**config.mk**
```make
export PLATFORM = sky130hd
export DESIGN_NAME = proj_fm_multi_index_gen
export DESIGN_NICKNAME = d
export VERILOG_FILES = /design/src/rtl/proj_pkg.sv /design/src/rtl/proj_fm_chan_counter.sv /design/src/rtl/proj_fm_multi_index_gen.sv
export SDC_FILE = /design/constraint.sdc
export NUM_CORES = 1
export LEC_CHECK = 0
export ABC_AREA = 1
export CORE_UTILIZATION = 50
export DETAILED_ROUTE_END_ITERATION = 12
export HOLD_SLACK_MARGIN = 0.15
export PLACE_DENSITY_LB_ADDON = 0.05
export RECOVER_POWER = 100
export SYNTH_ARGS = -nofsm -noshare
export SYNTH_HDL_FRONTEND = slang
export SYNTH_SLANG_ARGS = --single-unit
```
**constraint.sdc**
```tcl
create_clock -name in_clk -period 4 [get_ports in_clk]
set_clock_uncertainty 0.05 [all_clocks]
set_input_delay 0.8 -clock in_clk [delete_from_list [all_inputs] [get_ports in_clk]]
set_output_delay 0.8 -clock in_clk [all_outputs]
set_load 0.03 [all_outputs]
```
**src/rtl/proj_pkg.sv**
```systemverilog
// proj_pkg: shared constants and types for the FM index generator blocks.
//   FM_IDX_W / FM_NUM_CH / FM_LAP_W / FM_DEF_LIMIT: default widths, channel count
//   and post-reset wrap limit.
//   fm_idx_t, fm_lap_t: default-width index and lap types.
//   fm_dir_e: step direction (FM_UP counts toward the limit, FM_DOWN toward 0).
package proj_pkg;

  localparam int unsigned FM_IDX_W     = 8;
  localparam int unsigned FM_NUM_CH    = 4;
  localparam int unsigned FM_LAP_W     = 8;
  localparam int unsigned FM_DEF_LIMIT = 7;

  typedef logic [FM_IDX_W-1:0] fm_idx_t;
  typedef logic [FM_LAP_W-1:0] fm_lap_t;

  typedef enum logic {
    FM_UP   = 1'b0,
    FM_DOWN = 1'b1
  } fm_dir_e;

endpackage

```
**src/rtl/proj_fm_chan_counter.sv**
```systemverilog
// proj_fm_chan_counter: one ring-buffer index channel.
//   in_clk, in_rst    : clock, asynchronous active-high reset
//   in_cfg_we         : load in_cfg_limit as the new limit, restart index and lap
//   in_cfg_limit      : top index value; the channel counts 0..limit
//   in_clr            : synchronous clear of index and lap (limit kept)
//   in_en, in_dir     : step enable and direction (0 up, 1 down)
//   out_index         : registered index
//   out_wrap          : one-cycle pulse in the cycle the post-wrap index is shown
//   out_lap           : saturating count of wraps
module proj_fm_chan_counter
  import proj_pkg::*;
#(
  parameter int unsigned IDX_W     = FM_IDX_W,
  parameter int unsigned LAP_W     = FM_LAP_W,
  parameter int unsigned DEF_LIMIT = FM_DEF_LIMIT
) (
  input  logic             in_clk,
  input  logic             in_rst,
  input  logic             in_cfg_we,
  input  logic [IDX_W-1:0] in_cfg_limit,
  input  logic             in_clr,
  input  logic             in_en,
  input  logic             in_dir,
  output logic [IDX_W-1:0] out_index,
  output logic             out_wrap,
  output logic [LAP_W-1:0] out_lap
);

  logic [IDX_W-1:0] r_limit, w_limit_d;
  logic [IDX_W-1:0] r_index, w_index_d;
  logic [LAP_W-1:0] r_lap, w_lap_d;
  logic             r_wrap, w_wrap_d;
  fm_dir_e          w_dir;

  assign w_dir = fm_dir_e'(in_dir);

  // Priority: config write > clear > step; otherwise hold.
  always_comb begin
    w_limit_d = r_limit;
    w_index_d = r_index;
    w_lap_d   = r_lap;
    w_wrap_d  = 1'b0;
    if (in_cfg_we) begin
      w_limit_d = in_cfg_limit;
      w_index_d = '0;
      w_lap_d   = '0;
    end else if (in_clr) begin
      w_index_d = '0;
      w_lap_d   = '0;
    end else if (in_en) begin
      if (w_dir == FM_DOWN) begin
        if (r_index == '0) begin
          w_index_d = r_limit;
          w_wrap_d  = 1'b1;
        end else begin
          w_index_d = r_index - IDX_W'(1);
        end
      end else begin
        // >= rather than == so a stray out-of-range index still wraps to 0.
        if (r_index >= r_limit) begin
          w_index_d = '0;
          w_wrap_d  = 1'b1;
        end else begin
          w_index_d = r_index + IDX_W'(1);
        end
      end
      if (w_wrap_d && (r_lap != '1)) begin
        w_lap_d = r_lap + LAP_W'(1);
      end
    end
  end

  always_ff @(posedge in_clk or posedge in_rst) begin
    if (in_rst) begin
      r_limit <= IDX_W'(DEF_LIMIT);
      r_index <= '0;
      r_lap   <= '0;
      r_wrap  <= 1'b0;
    end else begin
      r_limit <= w_limit_d;
      r_index <= w_index_d;
      r_lap   <= w_lap_d;
      r_wrap  <= w_wrap_d;
    end
  end

  assign out_index = r_index;
  assign out_wrap  = r_wrap;
  assign out_lap   = r_lap;

endmodule

```
**src/rtl/proj_fm_multi_index_gen.sv**
```systemverilog
// proj_fm_multi_index_gen: NUM_CH independent ring-buffer index channels.
//   in_clk, in_rst          : clock, asynchronous active-high reset
//   in_cfg_valid/ch/limit   : limit write to one channel
//   in_en, in_dir, in_clr   : per-channel step enable, direction, clear
//   out_index               : packed indices, channel c at [c*IDX_W +: IDX_W]
//   out_wrap                : per-channel one-cycle wrap pulse
//   out_lap                 : packed saturating lap counts
//   out_cfg_err             : one-cycle pulse on a write to a nonexistent channel
module proj_fm_multi_index_gen
  import proj_pkg::*;
#(
  parameter int unsigned IDX_W     = FM_IDX_W,
  parameter int unsigned NUM_CH    = FM_NUM_CH,
  parameter int unsigned LAP_W     = FM_LAP_W,
  parameter int unsigned DEF_LIMIT = FM_DEF_LIMIT,
  parameter int unsigned CH_W      = (NUM_CH > 1) ? $clog2(NUM_CH) : 1
) (
  input  logic                    in_clk,
  input  logic                    in_rst,
  input  logic                    in_cfg_valid,
  input  logic [CH_W-1:0]         in_cfg_ch,
  input  logic [IDX_W-1:0]        in_cfg_limit,
  input  logic [NUM_CH-1:0]       in_en,
  input  logic [NUM_CH-1:0]       in_dir,
  input  logic [NUM_CH-1:0]       in_clr,
  output logic [NUM_CH*IDX_W-1:0] out_index,
  output logic [NUM_CH-1:0]       out_wrap,
  output logic [NUM_CH*LAP_W-1:0] out_lap,
  output logic                    out_cfg_err
);

  // One extra bit so NUM_CH itself is representable for the range compare.
  localparam logic [CH_W:0] NumChW = (CH_W + 1)'(NUM_CH);

  logic w_cfg_bad;
  logic r_cfg_err;

  assign w_cfg_bad = in_cfg_valid && ({1'b0, in_cfg_ch} >= NumChW);

  always_ff @(posedge in_clk or posedge in_rst) begin
    if (in_rst) begin
      r_cfg_err <= 1'b0;
    end else begin
      r_cfg_err <= w_cfg_bad;
    end
  end

  assign out_cfg_err = r_cfg_err;

  for (genvar c = 0; c < NUM_CH; c++) begin : g_ch
    logic w_cfg_we;
    assign w_cfg_we = in_cfg_valid && (in_cfg_ch == CH_W'(c));

    proj_fm_chan_counter #(
      .IDX_W     (IDX_W),
      .LAP_W     (LAP_W),
      .DEF_LIMIT (DEF_LIMIT)
    ) u_chan (
      .in_clk       (in_clk),
      .in_rst       (in_rst),
      .in_cfg_we    (w_cfg_we),
      .in_cfg_limit (in_cfg_limit),
      .in_clr       (in_clr[c]),
      .in_en        (in_en[c]),
      .in_dir       (in_dir[c]),
      .out_index    (out_index[c*IDX_W +: IDX_W]),
      .out_wrap     (out_wrap[c]),
      .out_lap      (out_lap[c*LAP_W +: LAP_W])
    );
  end

endmodule
```
## Yosys cells after proc, flatten, opt, wreduce, memory -nomap -nowiden

Index checks and enable logic that the tools add are counted.

| cells by class | value |
|---|---|
| add/subtract/negate cells | 12 |
| magnitude comparators | 4 |
| eq/ne operators | 7 |
| multiplexer cells | 76 |
| reductions and logical operators | 25 |

Operators by type and width:

| cell | count |
|---|---|
| $mux 8 | 40 |
| $add 8x1->8 const B | 8 |
| $mux 1 | 36 |
| $ge 8x8->1 | 4 |
| $logic_not 8->1 | 4 |
| $ne 8x8->1 const B | 4 |
| $sub 8x1->8 const B | 4 |
| $reduce_bool 3->1 | 8 |
| $logic_and 1x1->1 | 8 |
| $reduce_and 2->1 | 4 |
| $eq 2x2->1 const B | 2 |
| $eq 2x1->1 const B | 1 |
| $logic_not 2->1 | 1 |

| storage, ports and cells | value |
|---|---|
| register bits | 100 |
| input bits | 25 |

## Longest topological paths before layout

Gate-level depths: netlist of the first run.

| depth | value |
|---|---|
| depth in word-level cells | 11 |
| gate-level depth with buffers | 16 |
| depth with buffers taken out | 15 |

## Modules after synthesis

Synthesis of the first run repeated with hierarchy kept, for this count alone.

| unflattened totals | value |
|---|---|
| cells, all modules | 1013 |
| area total of the unflattened synthesis | 7358.3 µm² |

Modules (own cells, without submodules):

| module | instances | cells each | area an instance (µm²) | sequential area each (µm²) |
|---|---|---|---|---|
| proj_fm_chan_counter at g_ch[0].u_chan ... | 3 | 248 | 1819.2 | 629.4 |
| proj_fm_chan_counter at g_ch[1].u_chan | 1 | 259 | 1859.3 | 629.4 |
| proj_fm_multi_index_gen | 1 | 10 | 41.3 | 0.0 |

## Worst setup path after synthesis of the first run

No wires, ideal clock.

| path | value |
|---|---|
| kind | reg-to-reg |
| start point | register g_ch[0].u_chan.r_index[0] |
| end point | register g_ch[0].u_chan.r_lap[0] |
| setup time | 118 ps |
| arrival time | 1909 ps |
| data required time | 3832 ps |
| slack | 1923 ps |
| stages on the path, launching flop included | 15 |
| path buffers | 0 |
| period minus slack after synthesis | 2077 ps |
| path through | dfrtp_1 inv_1 ha_1 o21ai_0 nand2_1 nand2_1 nand2_1 nand2_1 nand2_1 nand2_1 nand2_2 nand2_2 nand2_2 nand2_1 nand2_1 |

| on the way | value |
|---|---|
| longest elaborated chain between the ends | 9 |

Ends and longest elaborated chain:

| element | line | RTL |
|---|---|---|
| start: declaration | proj_fm_chan_counter.sv:30 | `logic [IDX_W-1:0] r_index, w_index_d;` |
| start signal: assignment | proj_fm_chan_counter.sv:81 | `r_index <= w_index_d;` |
| $ge 8x8->1 / $logic_not 8->1 (equally long branches) | proj_fm_chan_counter.sv:60, proj_fm_chan_counter.sv:52 |  |
| $mux 1, on equally long branches | proj_fm_chan_counter.sv:60, proj_fm_chan_counter.sv:52 |  |
| $mux 1 (*) | proj_fm_chan_counter.sv:51 | `if (w_dir == FM_DOWN) begin` |
| $mux 1 (*) | proj_fm_chan_counter.sv:50 | `end else if (in_en) begin` |
| $mux 1 (*) | proj_fm_chan_counter.sv:47 | `end else if (in_clr) begin` |
| $mux 1 (*) | proj_fm_chan_counter.sv:43 | `if (in_cfg_we) begin` |
| $logic_and 1x1->1 (*) | proj_fm_chan_counter.sv:67 | `if (w_wrap_d && (r_lap != '1)) begin` |
| $reduce_bool 3->1 (no source line) (*) | n/a |  |
| $reduce_and 2->1 (no source line) (*) | n/a |  |
| end signal: assignment | proj_fm_chan_counter.sv:82 | `r_lap <= w_lap_d;` |
| end: declaration | proj_fm_chan_counter.sv:31 | `logic [LAP_W-1:0] r_lap, w_lap_d;` |

Every way passes the cells marked *; elsewhere a longest branch is shown, timed or not. The select of a mux whose other input is x is not followed.
A chain may end at the register's enable or synchronous reset.

## Worst setup path after layout of the first run

| path | value |
|---|---|
| start point | input port in_cfg_ch[0] |
| end point | register g_ch[3].u_chan.r_index[7] |

| on the way | value |
|---|---|
| longest elaborated chain between the ends | 3 |

Ends and longest elaborated chain:

| element | line | RTL |
|---|---|---|
| start: declaration | proj_fm_multi_index_gen.sv:21 | `input logic [CH_W-1:0] in_cfg_ch,` |
| $eq 2x2->1 (*) | proj_fm_multi_index_gen.sv:52 | `assign w_cfg_we = in_cfg_valid && (in_cfg_ch == CH_W'(c));` |
| $logic_and 1x1->1 (*) | proj_fm_multi_index_gen.sv:52 |  |
| $reduce_bool 3->1 (no source line) / $mux 8 (equally long branches) | n/a |  |
| end signal: assignment | proj_fm_chan_counter.sv:81 |  |
| end: declaration | proj_fm_chan_counter.sv:30 |  |

Every way passes the cells marked *; elsewhere a longest branch is shown, timed or not.

==> results of run 1 <==
## how the worst max path moves through the flow
| stage | end | startpoint | cells past startpoint | slack, ns |
|---|---|---|---|---|
| floorplan | g_ch[0].u_chan.out_index[0] | in_rst | 1 | 0.55 |
| global placement | g_ch[1].u_chan.out_index[3] | in_cfg_ch[0] | 9 | 1.29 |
| detailed placement | g_ch[3].u_chan.out_index[7] | in_cfg_ch[0] | 11 | 1.29 |
| CTS | out_index[10] | g_ch[1].u_chan.out_index[2] | 1 | 1.44 |
| global route | g_ch[3].u_chan.out_index[7] | in_cfg_ch[0] | 11 | 0.68 |
| finish | g_ch[3].u_chan.out_index[7] | in_cfg_ch[0] | 11 | 0.95 |
## registers in the layout, indices dropped and copies added (netlist names)
signal / cells
g_ch.u_chan.out_index: 32
g_ch.u_chan.out_lap: 32
g_ch.u_chan.out_wrap: 4
g_ch.u_chan.r_limit: 32
## cell families after synthesis
kind of cell,synth area share [%]
flip-flops,35.9
adder cells (fa/ha/maj),8.57
AND/OR/NAND/NOR,28.4
multiplexers,0.161
buffers and inverters,9.55
other,0.0535
XOR/XNOR,5.12
AO/OA/AOI/OAI,12.2
## worst max-delay path: stages
cell           delay [ns]
dlygate4sd3_1        0.58
inv_1                0.07
nor3_1               0.18
clkbuf_1             0.66
clkinv_1             0.21
nand2_1              0.15
inv_1                0.13
nand2_1              0.25
inv_1                0.07
nand2_1              0.06
nand2_1              0.05
## metal layers
layer  up-vias  global-route usage (%)
li1       3275                       -
met1      2948                    33.2
met2       161                    39.3
met3        14                    4.76
met4         0                    4.71
met5         -                       0
## cells in the mapped netlist, types with 2 or more instances
cell type | count | area (sq um)
a21boi_1 | 2 | 15.0
a21oi_1 | 37 | 185
buf_2 | 3 | 15.0
buf_4 | 5 | 37.5
buf_6 | 3 | 33.8
clkbuf_1 | 7 | 26.3
clkinv_4 | 2 | 17.5
dfrtp_1 | 88 | 2200
dfstp_2 | 12 | 315
ha_1 | 48 | 601
inv_1 | 109 | 409
inv_2 | 27 | 101
nand2_1 | 207 | 777
nand2_2 | 6 | 37.5
nand2_4 | 7 | 78.8
nand3_1 | 82 | 410
nand3_2 | 4 | 40.0
nand4_1 | 25 | 156
nor2_1 | 64 | 240
nor2_2 | 2 | 12.5
nor3_1 | 19 | 95.1
nor3_2 | 6 | 60.1
nor3_4 | 2 | 32.5
nor4_1 | 4 | 25.0
o2111ai_1 | 2 | 17.5
o211ai_1 | 7 | 52.6
o21a_1 | 3 | 22.5
o21ai_0 | 70 | 350
o21ai_1 | 17 | 85.1
o221ai_1 | 4 | 35.0
o22ai_1 | 8 | 50.1
xnor2_1 | 6 | 52.6
xor2_1 | 35 | 307
## power by group through the flow
stage	clock [mW]	sequential [mW]	combinational [mW]
2_1_floorplan	0	1.33	0.822
3_3_place_gp	0	1.28	1.20
3_5_place_dp	0	1.28	1.21
4_1_cts	0.964	1.26	1.22
5_1_grt	1.00	1.27	1.35
6_report	0.944	1.26	1.20
## metrics by stage
step	total power, mW	util (%)	instances
after global routing	3.63	62.1	1209
after global placement	2.48	60.2	1193
after CTS	3.45	62.5	1209
final	3.39	62.1	1209
after floorplan	2.15	-	936
after detailed placement	2.49	60.2	1193
## area by class of cell
type	count	share of cell area [%]
Clock buffer	12	2.83
Tap cell	176	2.64
Multi-Input combinational cell	676	45.6
Inverter	140	6.44
Timing Repair Buffer	101	11.5
Sequential cell	100	30.2
Clock inverter	4	0.884
## placed cells by master, fill, tap and decap left out, drive strengths merged
cell type,count
dfrtp,88
dlygate4sd3,70
o21ai,87
a21boi,2
nand3,86
conb,1
a21oi,38
o221ai,4
ha,48
xor2,35
clkbuf,20
mux2,1
xnor2,6
o21a,3
o22ai,8
clkdlybuf4s50,22
a22oi,1
a31oi,2
and2,1
dfstp,12
nor4,4
buf,1
nor2,66
nor3,27
o211ai,7
nand2,220
nand3b,2
nand4,25
bufinv,2
inv,136
o2111ai,2
clkinv,6
==> flow_summary.ini, run 1 <==
[outcome]
status = finished, violations left
violations = capacitance limit, slew limit

[synth]
synth.distinct_cells = 46
ys_seq_area_share_pct = 35.9
syn-num-nets = 1009
synth_ff_type = dfrtp_1
synth-async-reset-ratio_pct = 100
syn-cell-area_sq_mm = 0.00701
synth-seq-cells = 100
synth_edf_count = 0
yosys_warnings = 0
syn_area_per_cell_sq_um = 7.49
postSynthCellCount = 936

[timing]
fin_ws_ns = 0.954
rsz0062_at_grt = false
fmax_mhz = 328
setup_viol = 0
finalHoldViolations = 0
slew_headroom_pct = -10.7
finalCritPeriodShare_pct = 76.2
final.hold.worst_slack_ns = 0.444
finalSetupTns_ns = 0
worstMarginPinSlew_ns = 1.66
post-route-min-period_ns = 3.05
final_max_slew_viol_count = 81

[min_path]
hold_start = g_ch[3].u_chan.r_limit[0]
holdPathStages = 2
hold_path_class = reg2reg
holdPathEnd = g_ch[3].u_chan.r_limit[0]

[routing]
highest_layer = met4
ant_nets = 0
routed-via-count = 6398
route.met3.wl_um = 831
dr_wl_met2_mm = 7.65
routed_wl_mm = 16.6
vias_per_cell = 5.29
wl_per_cell_um = 13.7
wl_met1_mm = 7.99
drc = 0
dr.pass1.iters = 5
drt_iter0_drc = 408

[worst_setup_path]
reg2reg_setup_slack_ns = 1.43
cp.arrival_ns = 3.24
worstPathMaxFanout = 22
r2r_end = g_ch[3].u_chan.out_lap[4]
worstSetupPathType = in2reg
required_ns = 4.19
reg2reg_depth = 9
reg2reg_from = g_ch[3].u_chan.out_index[0]
crit_path_end_kind = register
start_kind = input pin

[final_layout]
design_area_sq_mm = 0.00835
multi_input_area_sq_mm = 0.00380
nFillCells = 1262
syn_to_final_growth_pct = 19.1
seqCellArea_sq_mm = 0.00252
fin_nets = 1101
antenna_cells = 0
layout-drive-gt1-share_pct = 7.36

[die]
ios = 94
floorplan.initialDensity_pct = 52.1
die_area_sq_mm = 0.0145
die_h_um = 120
rows = 42
core_sq_mm = 0.0135
die_w_um = 120

[cts]
cts_tree = yes
clk_pin_slew_ns = 0.07
clock_latency_ns = 0.35
numClockSinks = 100
post-cts-setup-buffers = 0
cts_buffers = 9
h-tree-depth = 3
cts-root-buf = clkbuf_16
cts_buffer_depth = 2
cts_resized = 0
postCtsHoldBufs = 0

[place]
place_area_sq_mm = 0.00809
hpwl_mm = 12.2
gp_congestion = 0.888
post-place-ws_ns = 1.29
portBuffers = 92

[pwr]
seqPwrFrac_pct = 37.0
p_comb_share_pct = 35.2
power.internal_mw = 2.11
p_leak_nw = 4.16
ir_worst_vdd_mv = 0.226
power.share.clock_pct = 27.8
netSwitchingFraction_pct = 37.9
p_sw_mw = 1.29
power_density_mw_per_mm2 = 407

[global_routing]
grt_pass1_vias = 5839
overflow = 0
grt_use_total_pct = 24.1
grt_pass1_wl_mm = 28.0
antenna_found_initial = 0
grt_max_degree = 81

[job]
max-cap-violations = 1
Power figures use the tool's default switching activity.
==> inputs of run 2 (changes only) <==
==> constraint.sdc (replaced) <==
create_clock -name in_clk -period 3 [get_ports in_clk]
set_clock_uncertainty 0.05 [all_clocks]
set_input_delay 0.6 -clock in_clk [delete_from_list [all_inputs] [get_ports in_clk]]
set_output_delay 0.6 -clock in_clk [all_outputs]
set_load 0.03 [all_outputs]
==> run 2 against run 1 <==
  * The run now ends clean
  * First-iteration DRC count is 16% higher
  * Sequential power is 33% higher
  * Clock power is 23% higher
  * Critical endpoint is now g_ch[1].u_chan.out_lap[2]
==> flow_summary.ini, run 2 (same netlist as run 1, synthesis figures left out) <==
[timing]
rsz0062_at_grt = false
post-route-min-period_ns = 2.47
finalHoldViolations = 0
slew_headroom_pct = 34.7
final_max_slew_viol_count = 0
worstMarginPinSlew_ns = 0.973
finalCritPeriodShare_pct = 82.3
finalSetupTns_ns = 0
fmax_mhz = 405
fin_ws_ns = 0.532
final.hold.worst_slack_ns = 0.443
setup_viol = 0

[cts]
postCtsHoldBufs = 0
cts_buffers = 9
clock_latency_ns = 0.35
cts_buffer_depth = 2
cts_resized = 0
h-tree-depth = 3
cts_tree = yes
cts-root-buf = clkbuf_16
post-cts-setup-buffers = 0
clk_pin_slew_ns = 0.07
numClockSinks = 100

[pwr]
p_sw_mw = 1.66
ir_worst_vdd_mv = 0.343
p_leak_nw = 4.15
power_density_mw_per_mm2 = 530
netSwitchingFraction_pct = 37.6
power.share.clock_pct = 26.4
power.internal_mw = 2.75
seqPwrFrac_pct = 38.0
p_comb_share_pct = 35.7

[worst_setup_path]
worstSetupPathType = reg2reg
reg2reg_setup_slack_ns = 0.53
reg2reg_depth = 10
reg2reg_from = g_ch[1].u_chan.out_index[0]
start_kind = register
cp.arrival_ns = 2.70
worstPathMaxFanout = 15
slowest_delay_ns = 0.76
crit_path_end_kind = register
r2r_end = g_ch[1].u_chan.out_lap[2]
worst_path_max_delay_cell = nor3_1
worstPathCellList = inv_1 -> ha_1 -> nand3_1 -> nor3_1 -> nand2_4 -> nand2_4 -> nand3_1 -> nand2_1 -> nand2_1 -> nor2_1
required_ns = 3.23

[die]
ios = 94
rows = 42
core_sq_mm = 0.0135
die_area_sq_mm = 0.0145
floorplan.initialDensity_pct = 52.1
die_w_um = 120
die_h_um = 120

[min_path]
holdPathStages = 2
hold_start = g_ch[3].u_chan.r_limit[0]
holdPathEnd = g_ch[3].u_chan.r_limit[0]
hold_path_class = reg2reg

[routing]
vias_per_cell = 5.22
routed_wl_mm = 16.3
ant_nets = 0
routed-via-count = 6307
drc = 0
wl_per_cell_um = 13.5
drt_iter0_drc = 474
dr.pass1.iters = 4

[final_layout]
antenna_cells = 0
instances_no_fill = 1208
layout_commonest_cell = nand2_1
final_cell_mix = nand2_1 (211), inv_1 (113), dfrtp_1 (88)
fin_nets = 1100
syn_to_final_growth_pct = 18.7
layout-drive-gt1-share_pct = 6.98

[outcome]
status = finished, final reports clean

[global_routing]
grt_use_total_pct = 23.5
grt_pass1_vias = 5790
grt_max_degree = 88
antenna_found_initial = 0
overflow = 0
grt_pass1_wl_mm = 27.3

[place]
post-place-ws_ns = 0.444
placed_cells = 1192
gp_congestion = 0.872
hpwl_mm = 12.1
portBuffers = 92

[job]
max-cap-violations = 0
-- run 2: cell count changes in the layout (fill, tap and decap cells not counted), moves of 2 or more --
cell / previous run / this run
clkbuf_1: 11 / 9
o21ai_1: 2 / 4
nand2_1: 209 / 211
o21ai_0: 85 / 83
nor3_1: 21 / 23
-- run 2: worst max-delay path: cells and delay by family (launching register included) --
family                   cells  cell delay (ns)
AND/OR/NAND/NOR              8             1.56
buffers and inverters        1             0.18
adder cells (fa/ha/maj)      1             0.20
flip-flops                   1             0.41
-- run 2: power groups by stage --
stage                     clock network [mW]  logic [mW]  registers [mW]
final                                   1.16        1.57            1.67
after global routing                    1.26        1.78            1.69
after CTS                               1.19        1.63            1.68
after detailed placement                   0        1.62            1.70
after global placement                     0        1.61            1.70
after floorplan                            0        1.10            1.78
-- run 2: per-layer routing --
layer | global-route usage, % | up-vias | part of all wire [%]
met1 | 32.5 | 2879 | 49
met2 | 37.1 | 142 | 45
li1 | - | 3267 | -
met3 | 5.28 | 19 | 4.9
met5 | 0 | - | 0
met4 | 6.10 | 0 | 1.4
-- run 2: through the flow --
stage               util [%]  area, sq um  power, mW
finish                  61.8         8320       4.40
detailed placement      60.2         8100       3.32
global placement        60.2         8100       3.31
floorplan                  -         7010       2.87
CTS                     62.4         8390       4.50
global route            61.8         8320       4.73
-- run 2: how the worst max path moves through the flow --
stage | startpoint | slack, ns | endpoint | cells past startpoint
after global routing | g_ch[1].u_chan.out_index[0] | 0.35 | g_ch[1].u_chan.out_lap[3] | 10
final | g_ch[1].u_chan.out_index[0] | 0.53 | g_ch[1].u_chan.out_lap[2] | 10
after detailed placement | in_cfg_ch[1] | 0.44 | g_ch[2].u_chan.out_index[4] | 8
after global placement | in_cfg_ch[1] | 0.47 | g_ch[2].u_chan.out_index[3] | 8
after floorplan | g_ch[0].u_chan.out_index[0] | 0.92 | g_ch[0].u_chan.out_lap[0] | 14
after CTS | g_ch[1].u_chan.out_index[2] | 0.66 | out_index[10] | 1
-- run 2: cell type report --
class | count | area, sq um
Multi-Input combinational cell | 676 | 3780
Timing Repair Buffer | 100 | 975
Sequential cell | 100 | 2520
Clock buffer | 14 | 254
Tap cell | 176 | 220
Fill cell | 1276 | 5140
Clock inverter | 2 | 35.0
Inverter | 140 | 539
==> inputs of run 3 (changes only) <==
==> constraint.sdc (replaced) <==
create_clock -name in_clk -period 2 [get_ports in_clk]
set_clock_uncertainty 0.05 [all_clocks]
set_input_delay 0.4 -clock in_clk [delete_from_list [all_inputs] [get_ports in_clk]]
set_output_delay 0.4 -clock in_clk [all_outputs]
set_load 0.03 [all_outputs]
==> run 3 against run 2 <==
  * Power is 65% higher
  * Combinational power is 76% higher
  * Clock power is 74% higher
  * Critical endpoint is now out_index[25]
  * Highest routed layer unchanged
==> flow_summary.ini, run 3 (same netlist as run 1, synthesis figures left out) <==
[outcome]
status = finished, final reports clean

[min_path]
hold_path_class = in2async

[routing]
routed-via-count = 6670
ant_nets = 0
routed_wl_mm = 17.7
dr.pass1.iters = 5
wl_per_cell_um = 13.8
drc = 0
vias_per_cell = 5.21
drt_iter0_drc = 402

[worst_setup_path]
reg2reg_from = g_ch[0].u_chan.r_limit[2]
start_kind = register
worstPathMaxFanout = 5
crit_cells = 1
cp.arrival_ns = 1.51
slowest_delay_ns = 0.71
r2r_end = g_ch[0].u_chan.out_lap[0]
reg2reg_setup_slack_ns = 0.09
worstSetupPathType = reg2out
worst_path_max_delay_cell = clkdlybuf4s50_1
worstPathCellList = clkdlybuf4s50_1
startpoint = g_ch[3].u_chan.out_index[1]
crit_buf_inv = 1
reg2reg_depth = 14
crit_path_end_kind = output port
critical-path-top-delay-family = buffers and inverters
required_ns = 1.55
crit_end = out_index[25]

[cts]
cts_tree = yes
cts-root-buf = clkbuf_16
cts_buffers = 9
numClockSinks = 100
clk_pin_slew_ns = 0.07
cts_buffer_depth = 2
postCtsHoldBufs = 0
clock_latency_ns = 0.36
h-tree-depth = 3

[global_routing]
grt_pass1_wl_mm = 29.1
grt_pass1_vias = 6102
grt_max_degree = 51
grt_use_total_pct = 25.3
antenna_found_initial = 0
overflow = 0

[timing]
post-route-min-period_ns = 1.96
slew_headroom_pct = 24.4
finalCritPeriodShare_pct = 98.2
finalHoldViolations = 0
fmax_mhz = 509
worstMarginPinSlew_ns = 1.13
fin_ws_ns = 0.0356
rsz0062_at_grt = true
setup_viol = 0
final_max_slew_viol_count = 0

[die]
ios = 94
core_sq_mm = 0.0135
rows = 42
floorplan.initialDensity_pct = 52.1
die_area_sq_mm = 0.0145
die_h_um = 120
die_w_um = 120

[final_layout]
final_cell_mix = nand2_1 (199), inv_1 (107), dfrtp_1 (85)
antenna_cells = 0
syn_to_final_growth_pct = 27.0
layout-drive-gt1-share_pct = 16.0
fin_nets = 1172
layout_commonest_cell = nand2_1

[place]
gp_congestion = 0.885
portBuffers = 92
post-place-ws_ns = -0.0950
hpwl_mm = 13.1

[pwr]
p_total_mw = 7.26
p_leak_nw = 4.39
ir_worst_vdd_mv = 0.480
power_density_mw_per_mm2 = 816

[job]
max-cap-violations = 0
run 3: changes by cell type in the layout (fill, tap and decap cells not counted), moves of 9 or more:
cell	previous run	this run
dlygate4sd3_1	70	7
o21ai_1	4	22
o21ai_0	83	64
clkbuf_1	9	23
nand2_2	3	12
clkdlybuf4s50_1	22	55
nand2_1	211	199
buf_4	2	56
dlygate4sd2_1	0	19
run 3: final cells by class:
cell class | count | area [sq um]
clock buffers | 10 | 229
clock inverters | 6 | 113
fillers | 1240 | 4550
inverters | 140 | 539
multi-input cells | 678 | 3920
flip-flops and latches | 100 | 2520
well taps | 176 | 220
repair buffers | 170 | 1360
run 3: repair_timing:
action / CTS / global route
pin swaps: 0 / 7
gates resized for setup: 19 / 44
cloned: 0 / 2
setup buffers: 0 / 3
endpoints found under the setup margin: 19 / 65
run 3: worst min path at each step:
stage                                          from                          end  cells past startpoint
after floorplan           g_ch[3].u_chan.r_limit[0]    g_ch[3].u_chan.r_limit[0]                      2
after global placement    g_ch[3].u_chan.r_limit[0]    g_ch[3].u_chan.r_limit[0]                      2
after detailed placement  g_ch[3].u_chan.r_limit[0]    g_ch[3].u_chan.r_limit[0]                      2
after CTS                 g_ch[3].u_chan.r_limit[0]    g_ch[3].u_chan.r_limit[0]                      2
after global routing                         in_rst  g_ch[3].u_chan.out_index[5]                      3
final                                        in_rst  g_ch[3].u_chan.out_index[7]                      3
run 3: tightest hold or removal path, cell delays in order:
cell and delay [ns]:
clkdlybuf4s50_1 0.41, clkinvlp_2 0.12, buf_12 0.27
run 3: stage by stage:
stage	util [%]	cells	hold WS (ns)	TNS, ns	area, sq um
floorplan	-	936	0.401	0	7020
global placement	64.1	1259	0.416	-0.0878	8620
detailed placement	64.1	1259	0.421	-0.895	8620
CTS	66.4	1275	0.433	0	8940
global route	66.2	1280	0.451	-0.378	8900
finish	66.2	1280	0.416	0	8900
run 3: metal layers:
metal | up-vias | wire length, um | global-route usage, %
li1 | 3420 | - | -
met1 | 3072 | 8410 | 33.7
met2 | 165 | 8180 | 42.0
met4 | 0 | 178 | 5.48
met5 | - | 0 | 0
met3 | 13 | 884 | 5.57
run 3: report_power, final:
part | switching (mW) | internal, mW | leakage, nW
sequential | 0.199 | 2.27 | 1.30
clock | 0.797 | 1.23 | 0.167
combinational | 1.71 | 1.06 | 2.93
total | 2.71 | 4.55 | 4.39
